File: src/rtl/bp_be_pkg.sv
// Shared types for the backend stride prefetch scheduler.
package bp_be_pkg;

  typedef enum logic [1:0] {
    e_idle  = 2'd0,
    e_issue = 2'd1,
    e_drain = 2'd2
  } bp_be_pf_state_e;

endpackage

File: src/rtl/bsg_counter_up_down.sv
// Single-step up/down counter with synchronous clear; up and down together hold.
module bsg_counter_up_down #(
  parameter int unsigned width_p = 2
) (
  input  logic               clk_i,
  input  logic               reset_n_i,
  input  logic               clear_i,
  input  logic               up_i,
  input  logic               down_i,
  output logic [width_p-1:0] count_o
);

  always_ff @(posedge clk_i or negedge reset_n_i) begin
    if (!reset_n_i) begin
      count_o <= '0;
    end else if (clear_i) begin
      count_o <= '0;
    end else if (up_i && !down_i) begin
      count_o <= count_o + width_p'(1);
    end else if (down_i && !up_i) begin
      count_o <= count_o - width_p'(1);
    end
  end

endmodule

File: src/rtl/bp_be_stride_prefetch_sched.sv
// Issues stride prefetches for a loop descriptor, throttled by demand commits
// (prefetch distance) and by unacknowledged requests (credits).
module bp_be_stride_prefetch_sched
  import bp_be_pkg::*;
#(
  parameter int unsigned vaddr_width_p  = 39,
  parameter int unsigned output_range_p = 8,
  parameter int unsigned stride_width_p = 8,
  parameter int unsigned pf_distance_p  = 4,
  parameter int unsigned credits_p      = 2
) (
  input  logic                      clk_i,
  input  logic                      reset_n_i,
  input  logic                      loop_v_i,
  output logic                      loop_yumi_o,
  input  logic [output_range_p-1:0] loop_iter_i,
  input  logic [vaddr_width_p-1:0]  loop_pc_i,
  input  logic [vaddr_width_p-1:0]  loop_addr_i,
  input  logic [stride_width_p-1:0] loop_stride_i,
  input  logic                      commit_v_i,
  input  logic [vaddr_width_p-1:0]  commit_pc_i,
  input  logic                      flush_i,
  output logic                      pf_v_o,
  output logic [vaddr_width_p-1:0]  pf_addr_o,
  input  logic                      pf_ready_and_i,
  input  logic                      pf_ack_i,
  output logic                      busy_o
);

  localparam int unsigned ahead_width_lp  = $clog2(pf_distance_p + 1);
  localparam int unsigned credit_width_lp = $clog2(credits_p + 1);

  bp_be_pf_state_e state_r, state_n;

  logic [vaddr_width_p-1:0]   pc_r, addr_r, stride_r, stride_ext;
  logic [output_range_p-1:0]  remain_r;
  logic [ahead_width_lp-1:0]  ahead_r;
  logic [credit_width_lp-1:0] outstanding_r, outstanding_after;
  logic                       accept, issue, commit_hit, ack_hit;

  assign stride_ext        = vaddr_width_p'($signed(loop_stride_i));
  assign accept            = loop_yumi_o;
  assign issue             = pf_v_o & pf_ready_and_i;
  assign commit_hit        = commit_v_i && (state_r != e_idle) && (commit_pc_i == pc_r) && (ahead_r != '0);
  assign ack_hit           = pf_ack_i && (outstanding_r != '0);
  assign outstanding_after = outstanding_r - credit_width_lp'(ack_hit);

  // State register
  always_ff @(posedge clk_i or negedge reset_n_i) begin
    if (!reset_n_i) state_r <= e_idle;
    else            state_r <= state_n;
  end

  // Next-state logic
  always_comb begin
    state_n = state_r;
    case (state_r)
      e_idle:  if (loop_v_i && (loop_iter_i != '0)) state_n = e_issue;
      e_issue: begin
        if (flush_i)
          state_n = (outstanding_after == '0) ? e_idle : e_drain;
        else if (issue && (remain_r == output_range_p'(1)))
          state_n = e_drain;
      end
      e_drain: if (outstanding_after == '0) state_n = e_idle;
      default: state_n = e_idle;
    endcase
  end

  // Outputs; the request stays stable because its enables only relax until handshake
  always_comb begin
    loop_yumi_o = 1'b0;
    pf_v_o      = 1'b0;
    pf_addr_o   = addr_r;
    busy_o      = (state_r != e_idle);
    case (state_r)
      e_idle:  loop_yumi_o = loop_v_i & reset_n_i;
      e_issue: pf_v_o = (remain_r != '0)
                     && (ahead_r < ahead_width_lp'(pf_distance_p))
                     && (outstanding_r < credit_width_lp'(credits_p))
                     && !flush_i;
      default: ;
    endcase
  end

  // Stream datapath; address arithmetic wraps modulo 2^vaddr_width_p
  always_ff @(posedge clk_i or negedge reset_n_i) begin
    if (!reset_n_i) begin
      pc_r     <= '0;
      addr_r   <= '0;
      stride_r <= '0;
      remain_r <= '0;
    end else if (accept) begin
      pc_r     <= loop_pc_i;
      addr_r   <= loop_addr_i + stride_ext;
      stride_r <= stride_ext;
      remain_r <= loop_iter_i;
    end else if ((state_r == e_issue) && flush_i) begin
      remain_r <= '0;
    end else if (issue) begin
      addr_r   <= addr_r + stride_r;
      remain_r <= remain_r - output_range_p'(1);
    end
  end

  bsg_counter_up_down #(.width_p(ahead_width_lp)) ahead_cnt (
    .clk_i     (clk_i),
    .reset_n_i (reset_n_i),
    .clear_i   (accept),
    .up_i      (issue),
    .down_i    (commit_hit),
    .count_o   (ahead_r)
  );

  bsg_counter_up_down #(.width_p(credit_width_lp)) outstanding_cnt (
    .clk_i     (clk_i),
    .reset_n_i (reset_n_i),
    .clear_i   (1'b0),
    .up_i      (issue),
    .down_i    (ack_hit),
    .count_o   (outstanding_r)
  );

endmodule

File: config.mk
export PLATFORM = sky130hd
export DESIGN_NAME = bp_be_stride_prefetch_sched
export DESIGN_NICKNAME = d
export VERILOG_FILES = /design/src/rtl/bp_be_pkg.sv /design/src/rtl/bsg_counter_up_down.sv /design/src/rtl/bp_be_stride_prefetch_sched.sv
export SDC_FILE = /design/constraint.sdc
export NUM_CORES = 1
export LEC_CHECK = 0
export ABC_AREA = 1
export CAP_MARGIN = 20
export CORE_UTILIZATION = 50
export DETAILED_ROUTE_END_ITERATION = 10
export GPL_ROUTABILITY_DRIVEN = 0
export PLACE_DENSITY = 0.75
export SKIP_CTS_REPAIR_TIMING = 1
export SYNTH_ARGS = -nofsm -noshare
export SYNTH_HDL_FRONTEND = slang
export SYNTH_SLANG_ARGS = --single-unit
export TNS_END_PERCENT = 1
File: constraint.sdc
create_clock -name clk_i -period 3.6 [get_ports clk_i]
set_input_delay 0.72 -clock clk_i [delete_from_list [all_inputs] [get_ports clk_i]]
set_output_delay 0.72 -clock clk_i [all_outputs]
set_load 0.02 [all_outputs]
; ---- Yosys cells after proc, flatten, opt, wreduce, memory -nomap -nowiden
; Cells that the tools add are included.
[word_totals]
output_inout_bits = 42
wordCells = 77
register_bits = 101
[classes]
reduce_logical = 31
eq_ne = 8
bitwise_logic = 2
order_cmp = 2
addsub = 8
muxes = 19
[ops]
columns = operator, count
row1 = 2-to-1 mux 39 bit, 3
row2 = adder 39 bit, 2
row3 = == test 39 bit, 1
row4 = 2-to-1 mux 8 bit, 3
row5 = nonzero test 8 bit, 2
row6 = logical AND 1 bit, 14
row7 = 2-to-1 mux 2 bit, 7
row8 = 2-to-1 mux 3 bit, 3
row9 = nonzero test 3 bit, 3
row10 = "== test 8 x 1 -> 1 bit, second input constant", 1
row11 = nonzero test 2 bit, 4
row12 = "subtractor 8 x 1 -> 8 bit, second input constant", 1
row13 = "!= test 2 bit, second input constant", 3
row14 = case mux 2 bit (3 select lines), 1
row15 = logical NOT 1 bit, 4
row16 = logical NOT 2 bit, 2
row17 = "adder 3 x 1 -> 3 bit, second input constant", 1
row18 = "< comparator 3 bit, second input constant", 1
row19 = "!= test 3 bit, second input constant", 1
row20 = AND reduction 3 bit, 1
row21 = "subtractor 3 x 1 -> 3 bit, second input constant", 1
row22 = "adder 2 x 1 -> 2 bit, second input constant", 1
row23 = AND 1 bit, 2
row24 = "== test 2 x 1 -> 1 bit, second input constant", 1
row25 = other kinds (6), 7

; ---- Longest topological paths before layout
; Gate-level depths: netlist of run 1.
[depth]
depth_word = 11
depth_mapped = 17
mapped_depth_nobuf = 17

; ---- Hierarchy
; A second synthesis of run 1 with hierarchy kept.
[unflattened]
hier_cells = 1835
area_unflattened_um2 = 10744.1
[by_module_without_submodules]
columns = mod, seq_area_each_um2, n_inst, area_each_um2, cells_per_inst
row1 = bp_be_stride_prefetch_sched, 2402.3, 1, 10407.5, 1787
row2 = bsg_counter_up_down (ahead_cnt), 75.1, 1, 198.9, 26
row3 = bsg_counter_up_down (outstanding_cnt), 50.0, 1, 137.6, 22

; ---- Least setup slack after synthesis of run 1
; Ideal clock, no wire load.
[synth_path]
path_kind = register -> register
start = reg, netlist name stride_r[7]
end = reg addr_r[36], in the netlist pf_addr_o[36]
synth_period_minus_slack_ns = 2.332
stages_incl_launch_ff = 14
n_path_buf = 0
setup_slack_ns = 1.268
arrival_time_ns = 2.216
t_required_ns = 3.483
path_cell_list = dfrtp_1 -> ha_1 -> nand2_1 -> inv_1 -> a21oi_1 -> nand2_1 -> nand2_1 -> nand3_1 -> nand2_1 -> nand3_1 -> nand3_1 -> nand2_1 -> nand2_1 -> nand2_1
[synth_between]
elab_chain_len = 4
[synth_rtl]
columns = item, line
row1 = adder 39 bit, bp_be_stride_prefetch_sched.sv:101  ; addr_r <= addr_r + stride_r;
row2 = 2-to-1 mux 39 bit, bp_be_stride_prefetch_sched.sv:100  ; end else if (issue) begin
row3 = 2-to-1 mux 39 bit, bp_be_stride_prefetch_sched.sv:98  ; end else if ((state_r == e_issue) && flush_i) begin
row4 = 2-to-1 mux 39 bit, bp_be_stride_prefetch_sched.sv:93  ; end else if (accept) begin
row5 = to (signal assigned), bp_be_stride_prefetch_sched.sv:95  ; addr_r <= loop_addr_i + stride_ext;
row6 = to (signal assigned), bp_be_stride_prefetch_sched.sv:101
row7 = to (decl), bp_be_stride_prefetch_sched.sv:35  ; logic [vaddr_width_p-1:0] pc_r, addr_r, stride_r, stride_ext;
; No other way between the ends. The select of a mux whose other input is x is not followed.
; A chain may end at the register's enable or synchronous reset.

; ---- Worst setup path after layout of run 1
[layout_path]
start = in loop_addr_i[0]
end = reg addr_r[32], in the netlist pf_addr_o[32]
[layout_between]
elab_chain_len = 2
[layout_rtl]
columns = item, line
row1 = from (decl), bp_be_stride_prefetch_sched.sv:18  ; input logic [vaddr_width_p-1:0] loop_addr_i,
row2 = adder 39 bit, bp_be_stride_prefetch_sched.sv:95
row3 = 2-to-1 mux 39 bit, bp_be_stride_prefetch_sched.sv:93
; No other way between the ends.

==> metrics.md, run 1 <==
| Metric | Value |
|---|---|
| CP max FO | `4` |
| WL/cell | `14.2 um` |
| Crit-path slowest cell | `clkdlybuf4s50_1` |
| Cell repeated most along the worst path | `nand2_1` |
| Leakage Power | `0.00748 uW` |
| Port bufs | `181` |
| Clk Latency, worst-skew pair | `0.36 ns` |
| Initial Utilization | `51.1%` |
| Cell Pwr Density | `755 nW/um^2` |
| Layout cells sized above 1 | `3.01%` |
| Req. time, crit path | `3.85 ns` |
| Logic pwr share | `68.8%` |
| Startpoint types | `input port` |
| Async S/R FF share, synth | `100%` |
| # rows | `54` |
| Min Clock Period, post-route | `3.00 ns` |
| Worst reg2reg startpoint | `stride_r[7]` |
| Synth Warn # | `0` |
| Core area | `21800 um^2` |
| Clock root buffer | `clkbuf_16` |
| Worst rel slew slack | `43.8%` |
| CTS Buf Count | `9` |
| Final hold vios | `0` |
| Reg2reg setup slack | `0.81 ns` |
| Slew Limit Fails | `0` |
| H-Tree Depth | `3` |
| Most used DFF post-synth | `dfrtp_1` |
| Maxcap violations | `0` |
| Unrepaired setup endpoints after global routing | `false` |
| Vias | `12300` |
| Number of global-route vias before repair | `11300` |
| Initial DRC Count | `844` |
| Critical path arrival | `3.25 ns` |
| WS Path Type | `input port to register` |
| Clock skew | `0.0176 ns` |
| Syn nets | `2166` |
| Netlist cell types | `44` |
| Register share of total power | `21.4%` |
| Outcome | `complete, no violations` |
| CTS tree | `built` |
| Placed Instances | `2389` |
| Top cell type's share of synthesized area | `27.3%` |
| Net Sw Frac | `52.8%` |
| Synthesized instance count | `1944` |
| Fin nets | `2342` |
| Area Overhead vs Synth | `21.8%` |
| DIE WIDTH | `151 um` |
| Die H | `151 um` |
| Setup TNS | `0 ns` |
| Reg clk slew, reported paths | `0.08 ns` |
| Synth Cell Area | `11100 um^2` |
| DRC | `0` |
| Die area | `22900 um^2` |
| Setup Viol. Count Final | `0` |
| IO Pins | `182` |
| R2r endpoint | `pf_addr_o[25]` |
| NetSw | `5410 uW` |
| Syn avg cell area | `5.73 um^2` |
| Fin cells | `2406` |
| Count leader, synth | `nand2_1` |
| Crit-path cells | `clkdlybuf4s50_1, ha_1, inv_1, fa_1, o21bai_2, nand2_1, nand2_1, nand2_1, nand2_1, nand2_1, nand2_1, nand2_1, nand3_1, nand2_1, nand2_1, nand2_1` |
| Largest net degree at the start of global routing | `101` |
| Main area contributors after synthesis | `nand2_1 27%, dfrtp_1 23%, inv_1 11%` |
| Synth Register Bits | `101` |
| Worst slew pin tran | `0.843 ns` |
| Reg2reg path depth | `13` |
| CTS Sinks | `101` |
| Power Internal | `4830 uW` |
| Hold path endpoint | `ahead_cnt.count_o[2]` |
| Worst hold start | `ahead_cnt.count_o[2]` |
| CP endpoint kind | `register` |
| CTS max path bufs | `2` |
| Largest stage delay on the critical path | `0.49 ns` |
| Sequential share of the synthesized area | `22.7%` |
| Largest area contributor in the netlist | `nand2_1` |
| Hold path cells | `2` |
| Antenna-violating nets left | `0` |
| DR vias/cell | `5.13` |
| Post-synth EDFFs | `0` |
| Synth cell count leaders | `810 x nand2_1, 317 x inv_1, 182 x nor2_1` |
| DPL Wire Length | `27900 um` |
| GRT Total Usage | `30.7%` |
| Aggregate global routing overflow | `0` |
| First-pass GRT wire length | `54700 um` |
| F_max | `333 MHz` |
| Initial antenna violation count | `2` |
| Drt first pass iters | `7` |
| Fin crit share | `83.4%` |
| Worst hold path type | `register to register` |
| Clock power frac | `9.8%` |
| Final wirelength | `34200 um` |
| Worst VDD drop | `0.358 mV` |
==> per-stage QoR <==
step / utilization, % / power (uW) / area [um^2] / setup WS (ns) / hold WS [ns]
final: 62.2 / 10200 / 13600 / 0.597 / 0.486
after global routing: 62.2 / 11300 / 13600 / 0.441 / 0.527
after CTS: 62.2 / 10200 / 13600 / 0.660 / 0.489
after detailed placement: 60.8 / 9160 / 13300 / 0.281 / 0.470
after global placement: 60.8 / 9030 / 13300 / 0.313 / 0.465
after floorplan: - / 7070 / 11100 / 1.27 / 0.424
==> worst max-delay path, delay by kind of cell <==
kind,cells,cell delay (ns)
and+or+nand+nor,11,0.89
adders and majority gates,2,0.78
buffers and inverters,2,0.59
AOI/OAI and AO/OA,1,0.25
==> power groups by stage <==
stage	Clock [uW]	Sequential [uW]	Combinational (uW)
detailed placement	0	2200	6960
global placement	0	2190	6840
finish	1000	2190	7050
CTS	1020	2190	7000
global route	1060	2260	7980
floorplan	0	2310	4760
==> cell usage in the layout (no fill, tap or decap), types with 10 or more instances in the layout <==
cell type	n
xnor2_1	30
inv_1	317
clkdlybuf4s50_1	180
nand3b_1	10
buf_4	11
nand4_1	10
o21ai_0	73
nor3_1	21
nand2_1	810
a21oi_1	87
nand3_1	98
nor2_1	182
a31oi_1	14
ha_1	79
xor2_1	19
dfrtp_1	101
==> registers in the layout, summed over array words and instances, names as in the netlist <==
register	cells
state_r	2
ahead_cnt.count_o	3
pf_addr_o	39
remain_r	8
pc_r	39
outstanding_cnt.count_o	2
stride_r	8
==> area by class of cell <==
cell class / count / area, um^2
fill: 2190 / 8250
multi-input combinational: 1494 / 7260
sequential: 101 / 2530
timing repair buffer: 193 / 1920
inverter: 321 / 1210
tap: 280 / 350
clock buffer: 10 / 239
clock inverter: 6 / 60.1
antenna: 1 / 2.50
==> how the worst max path moves through the flow <==
stage	startpoint	endpoint	slack [ns]
finish	loop_addr_i[0]	pf_addr_o[32]	0.60
global route	loop_addr_i[0]	pf_addr_o[32]	0.44
CTS	loop_addr_i[0]	pf_addr_o[32]	0.66
detailed placement	loop_addr_i[0]	pf_addr_o[32]	0.28
global placement	loop_addr_i[0]	pf_addr_o[38]	0.31
floorplan	stride_r[7]	pf_addr_o[36]	1.27
==> per-layer routing <==
metal	share of wire, %	vias up	track usage (%)
li1	-	6384	-
met1	43	5416	39.7
met2	45	475	48.9
met3	8.8	69	7.41
met4	3.6	2	12.6
met5	0.032	-	0
==> cell families after synthesis <==
kind of cell    synth area share [%]
compound gates                  9.53
buf+inv                         12.2
flops                           22.7
simple gates                    42.2
mux                            0.101
fa+ha+maj                       9.41
xor+xnor                        3.85
No activity file was read; power rests on OpenSTA's default activity.
==> inputs of run 2 (changes only) <==
--- a/config.mk
+++ b/config.mk
@@ -10,7 +10,7 @@
 export CORE_UTILIZATION = 50
 export DETAILED_ROUTE_END_ITERATION = 10
 export GPL_ROUTABILITY_DRIVEN = 0
-export PLACE_DENSITY = 0.75
+export PLACE_DENSITY = 0.78
 export SKIP_CTS_REPAIR_TIMING = 1
 export SYNTH_ARGS = -nofsm -noshare
 export SYNTH_HDL_FRONTEND = slang
==> constraint.sdc (replaced) <==
create_clock -name clk_i -period 2.4 [get_ports clk_i]
set_input_delay 0.48 -clock clk_i [delete_from_list [all_inputs] [get_ports clk_i]]
set_output_delay 0.48 -clock clk_i [all_outputs]
set_load 0.02 [all_outputs]
==> run 2 against run 1 <==
Sequential cell count did not move; combinational power rose by 65%; register-to-register slack got worse by 0.78 ns; cell count rose by 5.8%; clock skew fell by 0.0012 ns; power rose by 60%; critical path depth fell by 1; design area rose by 9.5%; worst hold slack got worse by 0.24 ns; via count rose by 6.9%; highest routed layer is now met4; sequential share of layout area fell by 1.6 points; wire length rose by 6.7%.
==> metrics.md, run 2 (synthesized netlist as in run 1, its figures left out) <==
| Metric | Value |
|---|---|
| Final Instance Area | `14900 um^2 (+9.5%)` |
| # rows | `54 (unchanged)` |
| Port bufs | `181 (unchanged)` |
| First-pass GRT wire length | `58300 um (+6.6%)` |
| Critical path arrival | `2.67 ns (-0.58 ns)` |
| Antenna-violating nets left | `0 (unchanged)` |
| Min Clock Period, post-route | `2.37 ns` |
| CTS Sinks | `101 (unchanged)` |
| Dpl ws | `-0.587 ns (-0.868 ns)` |
| DRC | `0 (unchanged)` |
| Most common cell after layout, fill and taps aside | `nand2_1` |
| DPL Wire Length | `29800 um (+7.0%)` |
| Clk Latency, worst-skew pair | `0.37 ns (about the same)` |
| Logic pwr share | `70.9% (+2.1 points)` |
| Placed cell areas | `14400 um^2 (+8.3%)` |
| Fin nets | `2482 (+6.0%)` |
| Most frequent cells in the layout | `807 x nand2_1, 317 x inv_1, 175 x clkdlybuf4s50_1` |
| Die area | `22900 um^2 (unchanged)` |
| Cell Pwr Density | `1100 nW/um^2 (+46%)` |
| Drt first pass iters | `8 (+1)` |
| DR vias/cell | `5.18 (+1.0%)` |
| Clock skew | `0.0165 ns (-0.00116 ns)` |
| Slew Limit Fails | `0 (unchanged)` |
| R2r endpoint | `pf_addr_o[36]` |
| NetSw | `8570 uW (+58%)` |
| Maxcap violations | `0 (unchanged)` |
| DIE WIDTH | `151 um (unchanged)` |
| CP max FO | `33 (+29)` |
| Reg clk slew, reported paths | `0.08 ns (about the same)` |
| Vias | `13200 (+6.9%)` |
| Reg2reg path depth | `15 (+2)` |
| Die H | `151 um (unchanged)` |
| Outcome | `complete, no violations` |
| GRT Total Usage | `32.7% (+2.0 points)` |
| Clock power frac | `9.1% (-0.7 points)` |
| Setup Viol. Count Final | `0 (unchanged)` |
| Number of global-route vias before repair | `12300 (+9.2%)` |
| Unrepaired setup endpoints after global routing | `true` |
| Worst slew pin tran | `0.566 ns (-0.277 ns)` |
| Largest net degree at the start of global routing | `102 (+0.99%)` |
| Final hold vios | `0 (unchanged)` |
| Setup TNS | `0 ns (unchanged)` |
| Initial antenna violation count | `0 (-2)` |
| Worst rel slew slack | `62.3% (+18 points)` |
| Startpoint types | `register` |
| Power Internal | `7790 uW (+61%)` |
| CTS tree | `built` |
| Setup WS post-layout | `0.0334 ns (-0.563 ns)` |
| Initial DRC Count | `1059 (+25%)` |
| Leakage Power | `0.00827 uW (+11%)` |
| Register share of total power | `20.0% (-1.4 points)` |
| Initial Utilization | `51.1% (unchanged)` |
| WS Path Type | `register to register` |
| F_max | `423 MHz` |
| Area Overhead vs Synth | `33.4%` |
| Core area | `21800 um^2 (unchanged)` |
| Reg2reg setup slack | `0.03 ns (-0.78 ns)` |
| Clock root buffer | `clkbuf_16` |
| Final Hold Slack | `0.245 ns (-0.241 ns)` |
| Worst VDD drop | `0.628 mV (+75%)` |
| Fin crit share | `98.6%` |
| Final wirelength | `36500 um (+6.7%)` |
| Antenna diode count | `0 (-1)` |
| Aggregate global routing overflow | `0 (unchanged)` |
| Worst reg2reg startpoint | `stride_r[7]` |
| H-Tree Depth | `3 (unchanged)` |
| Net Sw Frac | `52.4% (-0.46 points)` |
| IO Pins | `182 (unchanged)` |
| Layout cells sized above 1 | `10.7% (+7.7 points)` |
| CTS max path bufs | `2 (unchanged)` |
| CTS Buf Count | `9 (unchanged)` |
| Worst hold path type | `input port to asynchronous set/reset pin` |
| Req. time, crit path | `2.70 ns (-1.15 ns)` |
| CP endpoint kind | `register` |
| WL/cell | `14.4 um (+0.91%)` |
## run 2: final cells by class
class	count	area, um^2
clock buffers	10	229
clock inverters	6	65.1
fillers	1999	6960
inverters	321	1210
multi-input cells	1494	7420
flip-flops and latches	101	2530
well taps	280	350
repair buffers	333	3070
## run 2: stage by stage
step,utilization [%],power [uW],std cells
after floorplan,-,10600,1944
after global placement,65.9,14200,2528
after detailed placement,65.9,14500,2528
after CTS,67.2,16000,2544
after global routing,68.1,17900,2545
final,68.1,16400,2545
## run 2: power by group through the flow
stage          registers, uW  logic (uW)  clock network [uW]
2_1_floorplan           3460        7140                   0
3_3_place_gp            3250       10900                   0
3_5_place_dp            3280       11200                   0
4_1_cts                 3260       11300                1510
5_1_grt                 3350       12900                1570
6_report                3270       11600                1500
## run 2: critical path: stages, from the launching register on
cell	delay [ns]
dfrtp_1	0.40
buf_12	0.18
ha_1	0.35
nand2_1	0.13
inv_1	0.05
nand2_1	0.07
nand3_1	0.15
a21oi_1	0.21
nand3_2	0.18
nand2_1	0.13
nand2_1	0.05
nand2_1	0.06
nand3_1	0.14
nand2_1	0.09
nand2_1	0.05
nand2_1	0.06
## run 2: worst max path at each step
stage | startpoint | end | slack (ns) | cells past startpoint
floorplan | stride_r[7] | pf_addr_o[36] | 0.07 | 13
global placement | loop_stride_i[7] | pf_addr_o[19] | -0.54 | 14
detailed placement | loop_stride_i[7] | pf_addr_o[19] | -0.59 | 14
CTS | loop_stride_i[7] | pf_addr_o[19] | -0.21 | 14
global route | stride_r[7] | pf_addr_o[29] | -0.15 | 15
finish | stride_r[7] | pf_addr_o[36] | 0.03 | 15
## run 2: per-layer routing
metal	share of wire, %	global-route usage (%)
met5	0	0
met4	5.0	17.5
met3	8.5	7.08
met2	46	53.7
met1	41	39.8
